### src/rtl/vc_input_buffer_pkg.sv
// rtl/vc_input_buffer_pkg.sv - noc_params_pkg: router defaults, width helpers and flit type
package noc_params_pkg;
   localparam int DEF_FLIT_SIZE   = 16;
   localparam int DEF_BUFFER_SIZE = 8;
   localparam int DEF_VC_NUM      = 2;

   function automatic int clog2(input int value);
      int result;
      int span;
      result = 0;
      span   = value - 1;
      while (span > 0) begin
         result = result + 1;
         span   = span >> 1;
      end
      return result;
   endfunction

   // A single VC still needs a one-bit id field on the ports.
   function automatic int vc_id_width(input int vc_num);
      return (clog2(vc_num) > 1) ? clog2(vc_num) : 1;
   endfunction

   function automatic int cnt_width(input int depth);
      return clog2(depth + 1);
   endfunction

   typedef logic [DEF_FLIT_SIZE-1:0] flit_t;
endpackage

### src/rtl/vc_input_buffer_if.sv
// rtl/vc_input_buffer_if.sv - input buffer port bundle; error_o present when VC_BUFFER_ERRCHK_EN is defined
interface vc_input_buffer_if
   import noc_params_pkg::*;
#(
   parameter int FLIT_SIZE   = DEF_FLIT_SIZE,
   parameter int BUFFER_SIZE = DEF_BUFFER_SIZE,
   parameter int VC_NUM      = DEF_VC_NUM
);
   localparam int VC_ID_W = vc_id_width(VC_NUM);
   localparam int CNT_W   = cnt_width(BUFFER_SIZE);

   logic [FLIT_SIZE-1:0]      data_i;
   logic                      write_i;
   logic [VC_ID_W-1:0]        write_vc_i;
   logic                      read_i;
   logic [VC_ID_W-1:0]        read_vc_i;
   logic [FLIT_SIZE-1:0]      data_o;
   logic [VC_NUM-1:0]         full_o;
   logic [VC_NUM-1:0]         empty_o;
   logic [VC_NUM*CNT_W-1:0]   count_o;
   logic                      credit_o;
   logic [VC_ID_W-1:0]        credit_vc_o;
`ifdef VC_BUFFER_ERRCHK_EN
   logic [1:0]                error_o;

   modport master (
      output data_i, write_i, write_vc_i, read_i, read_vc_i,
      input  data_o, full_o, empty_o, count_o, credit_o, credit_vc_o, error_o
   );
   modport slave (
      input  data_i, write_i, write_vc_i, read_i, read_vc_i,
      output data_o, full_o, empty_o, count_o, credit_o, credit_vc_o, error_o
   );
`else
   modport master (
      output data_i, write_i, write_vc_i, read_i, read_vc_i,
      input  data_o, full_o, empty_o, count_o, credit_o, credit_vc_o
   );
   modport slave (
      input  data_i, write_i, write_vc_i, read_i, read_vc_i,
      output data_o, full_o, empty_o, count_o, credit_o, credit_vc_o
   );
`endif
endinterface

### src/rtl/vc_input_buffer_fifo.sv
// rtl/vc_input_buffer_fifo.sv - flit_fifo: one VC circular buffer; push/pop arrive pre-qualified
module flit_fifo
   import noc_params_pkg::*;
#(
   parameter int FLIT_SIZE = DEF_FLIT_SIZE,
   parameter int DEPTH     = DEF_BUFFER_SIZE,
   parameter int CNT_W     = cnt_width(DEPTH)
) (
   input  logic                 clk,
   input  logic                 rst,
   input  logic [FLIT_SIZE-1:0] data_i,
   input  logic                 push_i,
   input  logic                 pop_i,
   output logic [FLIT_SIZE-1:0] data_o,
   output logic [CNT_W-1:0]     count_o,
   output logic                 full_o,
   output logic                 empty_o
);
   localparam int PTR_W = clog2(DEPTH);
   localparam logic [PTR_W-1:0] LAST_PTR = PTR_W'(DEPTH - 1);
   localparam logic [CNT_W-1:0] FULL_CNT = CNT_W'(DEPTH);

   logic [FLIT_SIZE-1:0] mem_q [DEPTH];
   logic [PTR_W-1:0]     wptr_d, wptr_q;
   logic [PTR_W-1:0]     rptr_d, rptr_q;
   logic [CNT_W-1:0]     count_d, count_q;
   logic                 full_d, full_q;
   logic                 empty_d, empty_q;

   always_comb begin
      wptr_d  = wptr_q;
      rptr_d  = rptr_q;
      count_d = count_q;
      // Explicit wrap so depths that are not powers of two work.
      if (push_i) wptr_d = (wptr_q == LAST_PTR) ? '0 : wptr_q + 1'b1;
      if (pop_i)  rptr_d = (rptr_q == LAST_PTR) ? '0 : rptr_q + 1'b1;
      case ({push_i, pop_i})
         2'b10:   count_d = count_q + 1'b1;
         2'b01:   count_d = count_q - 1'b1;
         default: count_d = count_q;
      endcase
      full_d  = (count_d == FULL_CNT);
      empty_d = (count_d == '0);
   end

   always_ff @(posedge clk or negedge rst) begin
      if (!rst) begin
         wptr_q  <= '0;
         rptr_q  <= '0;
         count_q <= '0;
         full_q  <= 1'b0;
         empty_q <= 1'b1;
      end else begin
         wptr_q  <= wptr_d;
         rptr_q  <= rptr_d;
         count_q <= count_d;
         full_q  <= full_d;
         empty_q <= empty_d;
      end
   end

   always_ff @(posedge clk) begin
      if (push_i) mem_q[wptr_q] <= data_i;
   end

   assign data_o  = mem_q[rptr_q];
   assign count_o = count_q;
   assign full_o  = full_q;
   assign empty_o = empty_q;
endmodule

### src/rtl/vc_input_buffer.sv
// rtl/vc_input_buffer.sv - per-port VC input buffer; sticky error_o built when VC_BUFFER_ERRCHK_EN is defined
module vc_input_buffer
   import noc_params_pkg::*;
#(
   parameter int FLIT_SIZE   = DEF_FLIT_SIZE,
   parameter int BUFFER_SIZE = DEF_BUFFER_SIZE,
   parameter int VC_NUM      = DEF_VC_NUM
) (
   input  logic              clk,
   input  logic              rst,
   vc_input_buffer_if.slave  bus
);
   localparam int VC_ID_W = vc_id_width(VC_NUM);
   localparam int CNT_W   = cnt_width(BUFFER_SIZE);

   logic [VC_NUM-1:0]    push;
   logic [VC_NUM-1:0]    pop;
   logic [VC_NUM-1:0]    fifo_full;
   logic [VC_NUM-1:0]    fifo_empty;
   logic [FLIT_SIZE-1:0] head  [VC_NUM];
   logic [CNT_W-1:0]     count [VC_NUM];

   logic                 credit_d, credit_q;
   logic [VC_ID_W-1:0]   credit_vc_d, credit_vc_q;

   // Decoding by equality rejects out-of-range VC ids without a separate check.
   always_comb begin
      pop  = '0;
      push = '0;
      for (int v = 0; v < VC_NUM; v++) begin
         pop[v] = bus.read_i && (bus.read_vc_i == VC_ID_W'(v)) && !fifo_empty[v];
      end
      for (int v = 0; v < VC_NUM; v++) begin
         push[v] = bus.write_i && (bus.write_vc_i == VC_ID_W'(v)) && (!fifo_full[v] || pop[v]);
      end
   end

   for (genvar v = 0; v < VC_NUM; v++) begin : g_vc
      flit_fifo #(
         .FLIT_SIZE (FLIT_SIZE),
         .DEPTH     (BUFFER_SIZE),
         .CNT_W     (CNT_W)
      ) u_fifo (
         .clk     (clk),
         .rst     (rst),
         .data_i  (bus.data_i),
         .push_i  (push[v]),
         .pop_i   (pop[v]),
         .data_o  (head[v]),
         .count_o (count[v]),
         .full_o  (fifo_full[v]),
         .empty_o (fifo_empty[v])
      );
   end

   always_comb begin
      bus.data_o  = '0;
      bus.count_o = '0;
      for (int v = 0; v < VC_NUM; v++) begin
         if (bus.read_vc_i == VC_ID_W'(v)) bus.data_o = head[v];
         bus.count_o[v*CNT_W +: CNT_W] = count[v];
      end
   end

   always_comb begin
      credit_d    = |pop;
      credit_vc_d = credit_vc_q;
      for (int v = 0; v < VC_NUM; v++) begin
         if (pop[v]) credit_vc_d = VC_ID_W'(v);
      end
   end

   always_ff @(posedge clk or negedge rst) begin
      if (!rst) begin
         credit_q    <= 1'b0;
         credit_vc_q <= '0;
      end else begin
         credit_q    <= credit_d;
         credit_vc_q <= credit_vc_d;
      end
   end

   assign bus.full_o      = fifo_full;
   assign bus.empty_o     = fifo_empty;
   assign bus.credit_o    = credit_q;
   assign bus.credit_vc_o = credit_vc_q;

`ifdef VC_BUFFER_ERRCHK_EN
   logic [1:0] error_d, error_q;

   always_comb begin
      error_d = error_q;
      if (bus.write_i && !(|push)) error_d[0] = 1'b1;
      if (bus.read_i && !(|pop))   error_d[1] = 1'b1;
   end

   always_ff @(posedge clk or negedge rst) begin
      if (!rst) error_q <= '0;
      else      error_q <= error_d;
   end

   assign bus.error_o = error_q;
`endif
endmodule

### src/flat_wrapper.sv
// flat-port wrapper written by rule: the top's interface ports become plain ports
module vc_input_buffer_flat import noc_params_pkg::*;
#(
   parameter int FLIT_SIZE   = DEF_FLIT_SIZE,
   parameter int BUFFER_SIZE = DEF_BUFFER_SIZE,
   parameter int VC_NUM      = DEF_VC_NUM
)
  (clk, rst, bus_data_i, bus_write_i, bus_write_vc_i, bus_read_i, bus_read_vc_i, bus_data_o, bus_full_o, bus_empty_o, bus_count_o, bus_credit_o, bus_credit_vc_o);
  vc_input_buffer_if #(.FLIT_SIZE(FLIT_SIZE), .BUFFER_SIZE(BUFFER_SIZE), .VC_NUM(VC_NUM)) bus_i ();
  input  logic clk;
  input  logic rst;
  input wire logic [$bits(bus_i.data_i)-1:0] bus_data_i;
  input wire logic [$bits(bus_i.write_i)-1:0] bus_write_i;
  input wire logic [$bits(bus_i.write_vc_i)-1:0] bus_write_vc_i;
  input wire logic [$bits(bus_i.read_i)-1:0] bus_read_i;
  input wire logic [$bits(bus_i.read_vc_i)-1:0] bus_read_vc_i;
  output wire logic [$bits(bus_i.data_o)-1:0] bus_data_o;
  output wire logic [$bits(bus_i.full_o)-1:0] bus_full_o;
  output wire logic [$bits(bus_i.empty_o)-1:0] bus_empty_o;
  output wire logic [$bits(bus_i.count_o)-1:0] bus_count_o;
  output wire logic [$bits(bus_i.credit_o)-1:0] bus_credit_o;
  output wire logic [$bits(bus_i.credit_vc_o)-1:0] bus_credit_vc_o;
  assign bus_i.data_i = bus_data_i;
  assign bus_i.write_i = bus_write_i;
  assign bus_i.write_vc_i = bus_write_vc_i;
  assign bus_i.read_i = bus_read_i;
  assign bus_i.read_vc_i = bus_read_vc_i;
  assign bus_data_o = bus_i.data_o;
  assign bus_full_o = bus_i.full_o;
  assign bus_empty_o = bus_i.empty_o;
  assign bus_count_o = bus_i.count_o;
  assign bus_credit_o = bus_i.credit_o;
  assign bus_credit_vc_o = bus_i.credit_vc_o;
  vc_input_buffer #(.FLIT_SIZE(FLIT_SIZE), .BUFFER_SIZE(BUFFER_SIZE), .VC_NUM(VC_NUM)) u_core (.clk(clk), .rst(rst), .bus(bus_i));
endmodule
### config.mk
export PLATFORM = sky130hd
export DESIGN_NAME = vc_input_buffer_flat
export DESIGN_NICKNAME = d
export VERILOG_FILES = /design/src/rtl/vc_input_buffer_pkg.sv /design/src/rtl/vc_input_buffer_if.sv /design/src/rtl/vc_input_buffer_fifo.sv /design/src/rtl/vc_input_buffer.sv /design/src/flat_wrapper.sv
export SDC_FILE = /design/constraint.sdc
export NUM_CORES = 1
export LEC_CHECK = 0
export CAP_MARGIN = 25
export CORE_ASPECT_RATIO = 1.5
export CORE_UTILIZATION = 55
export CTS_CLUSTER_DIAMETER = 50
export DETAILED_ROUTE_END_ITERATION = 8
export MAX_ROUTING_LAYER = met4
export PLACE_DENSITY = 0.78
export SLEW_MARGIN = 30
export SYNTH_ARGS = -nofsm -noshare
export SYNTH_HDL_FRONTEND = slang
export SYNTH_SLANG_ARGS = --single-unit
### constraint.sdc
create_clock -name clk -period 3.6 [get_ports clk]
set_input_delay 1.08 -clock clk [delete_from_list [all_inputs] [get_ports clk]]
set_output_delay 1.08 -clock clk [all_outputs]
set_load 0.01 [all_outputs]
==> flow_metrics.env <==
export IMPL_worstSetupEndpointType="output port"
export IMPL_cpLargestDelayFamily="multiplexers"
export IMPL_vias_per_cell=6.13
export IMPL_crit_buf_inv=2
export IMPL_ctsHoldBuffers=0
export IMPL_setup_viol=0
export IMPL_post_route_period_util_pct=99.6
export IMPL_ys_warn_count=0
export IMPL_drc=0
export IMPL_start_util_pct=56.6
export IMPL_gp_congestion=0.781
export IMPL_grt_usage_pct=23.5
export IMPL_syn_avg_cell_area_um2=20.0
export IMPL_cts_tree="done"
export IMPL_synth_top_area_share_pct=68.1
export IMPL_synthToLayoutAreaGrowth_pct=18.8
export IMPL_async_flop_share_pct=9.22
export IMPL_rsz0062_at_grt="true"
export IMPL_gr_total_overflow=0
export IMPL_worstPathRequired_ns=2.52
export IMPL_stdcell_area_um2=13400
export IMPL_worst_skew_pair_late_latency_ns=0.52
export IMPL_drt_iter0_drc=264
export IMPL_hold_path_class="flip-flop to flip-flop"
export IMPL_ys_top_cells_by_count="edfxtp_1 (256), mux4_2 (64), nand2_1 (25)"
export IMPL_synth_edff_count=256
export IMPL_cp_max_fo=17
export IMPL_die_y_um=177
export IMPL_synth_most_common_cell="edfxtp_1"
export IMPL_via_count=5772
export IMPL_worst_pin_slew_ns=0.651
export IMPL_slew_violations=0
export IMPL_slowest_delay_ns=0.53
export IMPL_place_inst=890
export IMPL_hold_violations=0
export IMPL_finalWirelength_mm=23.0
export IMPL_numClockSinks=282
export IMPL_fp_dieW_um=119
export IMPL_slowest_stage="mux4_2"
export IMPL_grt_pass1_vias=6101
export IMPL_cts_made_buffers=24
export IMPL_fin_crit_ns=3.59
export IMPL_antennaDiodeCount=0
export IMPL_core_um2=19900
export IMPL_p_leak_nw=4.51
export IMPL_irDropWorstVdd_v=0.000569
export IMPL_synthCells=563
export IMPL_arrival_ns=2.51
export IMPL_synth_ff_type="edfxtp_1"
export IMPL_mappedNetlistArea_um2=11300
export IMPL_htree_levels=1
export IMPL_io_pins=52
export IMPL_clockBufferDepth=3
export IMPL_root_buffer="clkbuf_16"
export IMPL_yosysTopAreaCell="edfxtp_1"
export IMPL_start_kind="flip-flop"
export IMPL_drt_pass1_iter_count=4
export IMPL_grt_max_degree=35
export IMPL_finalPower_mw=10.1
export IMPL_instances_no_fill=942
export IMPL_rows=63
export IMPL_drive_gt1_share_pct=29.6
export IMPL_drv_cap=0
export IMPL_timing_setup_tns_ns=0
export IMPL_max_freq_mhz=279
export IMPL_outcome="finished clean"
export IMPL_ys_top_cells_by_area="edfxtp_1 (68%), mux4_2 (13%), dfrtp_1 (5.3%), ha_1 (1.6%), mux2i_1 (1.4%)"
export IMPL_path_clk_slew_ns=0.06
export IMPL_dpl_hpwl_mm=13.4
export IMPL_port_buffers=51
export IMPL_drtAntennaViolNets=0
export IMPL_wl_per_cell_um=24.4
export IMPL_worstSetupPathType="flip-flop to output port"
export IMPL_r2r_setup_slack_ns=0.88
export IMPL_ys_types=39
export IMPL_hold_slack_ns=0.486
export IMPL_ys_ff_latch=282
export IMPL_dpl_cell_area_um2=12400
export IMPL_finalClockSkew_ns=0.0130
export IMPL_synth_fp_nets=599
export IMPL_finalNetCount=700
export IMPL_yosysSeqAreaShare_pct=73.9
export IMPL_path_cells="bufbuf_16 > mux4_2 > mux2i_2 > a21oi_2 > dlygate4sd2_1"
export IMPL_p_per_area_nw_per_um2=753
export IMPL_grt_antenna_before_repair=0
export IMPL_max_slew_margin_rel_pct=56.5
export IMPL_grt_pass1_wl_mm=35.1
export IMPL_dieArea_um2=21100
report_power, final:
part	leakage [nW]	switching [mW]	internal, mW
registers	2.62	0.265	3.95
clock network	0.392	1.10	1.56
logic	1.50	1.54	1.67
state kept, by name, indices dropped and copies added (netlist names):
register                    count
u_core.g_vc.u_fifo.mem_q      256
u_core.g_vc.u_fifo.count_o      8
u_core.g_vc.u_fifo.rptr_q       6
u_core.g_vc.u_fifo.wptr_q       6
u_core.g_vc.u_fifo.empty_o      2
u_core.g_vc.u_fifo.full_o       2
u_core.bus.credit_o             1
u_core.bus.credit_vc_o          1
through the flow:
step | worst slack [ns] | util [%]
after floorplan | 0.000940 | -
after global placement | -0.226 | 62.3
after detailed placement | -0.359 | 62.3
after CTS | 0.00157 | 67.2
after global routing | -0.0337 | 67.2
final | 0.0134 | 67.2
cells by family after synthesis:
group	synth area share [%]
flip-flops	73.9
AND/OR/NAND/NOR	4.35
buffers and inverters	1.75
multiplexers	14.7
adder cells (fa/ha/maj)	1.55
AO/OA/AOI/OAI	3.09
XOR/XNOR	0.621
path summary, 6_finish.rpt:
| path | cells after the start | startpoint | to |
|---|---|---|---|
| max | 5 | u_core.g_vc[1].u_fifo.rptr_q[0]$_DFFE_PN0P_ | bus_data_o[8] |
| min | 2 | u_core.bus.credit_vc_o$_DFFE_PN0P_ | u_core.bus.credit_vc_o$_DFFE_PN0P_ |
| max reg2reg | 11 | u_core.g_vc[0].u_fifo.empty_o$_DFF_PN1_ | u_core.g_vc[0].u_fifo.empty_o$_DFF_PN1_ |
| min reg2reg | 2 | u_core.bus.credit_vc_o$_DFFE_PN0P_ | u_core.bus.credit_vc_o$_DFFE_PN0P_ |
| max in group asynchronous | 2 | rst | u_core.g_vc[1].u_fifo.empty_o$_DFF_PN1_ |
| min in group asynchronous | 2 | rst | u_core.g_vc[0].u_fifo.count_o[3]$_DFF_PN0_ |
worst reg2reg max path, delay by kind of cell, from the launching register on:
| family | cells | cell delay (ns) |
|---|---|---|
| compound gates | 2 | 0.46 |
| xor+xnor | 1 | 0.16 |
| fa+ha+maj | 2 | 0.47 |
| buf+inv | 2 | 0.21 |
| flops | 1 | 0.37 |
| mux | 1 | 0.28 |
| simple gates | 3 | 0.68 |
layer usage:
layer	part of all wire, %	vias to the layer above	GRT usage (%)
li1	-	2484	-
met1	37	3004	27.4
met2	55	230	41.4
met3	5.3	54	2.80
met4	3.5	0	9.44
met5	0	-	-
cell type report:
type / count / area (µm²)
sequential: 282 / 8350
fill: 1248 / 6550
multi-input combinational: 245 / 2880
timing repair buffer: 105 / 1010
clock buffer: 29 / 641
tap: 260 / 325
clock inverter: 15 / 178
inverter: 6 / 22.5
cell usage in the layout, fill, tap and decap left out, drive strengths merged, types with 14 or more instances in the layout:
master,synthesis,layout
a211oi,18,18
a21oi,22,22
buf,18,52
clkbuf,12,34
clkdlybuf4s50,0,34
dfrtp,24,24
edfxtp,256,256
ha,14,14
mux2i,16,16
mux4,64,64
nand2,26,26
nor2b,18,18
timing repair:
| action | CTS | global route |
|---|---|---|
| endpoints found under the hold margin | 0 | 0 |
| setup buffers | 6 | 0 |
| pin swaps | 3 | 6 |
| cloned | 2 | 0 |
| gates resized for setup | 36 | 16 |
| setup endpoints to repair | 16 | 13 |
Power figures use the tool's default switching activity.
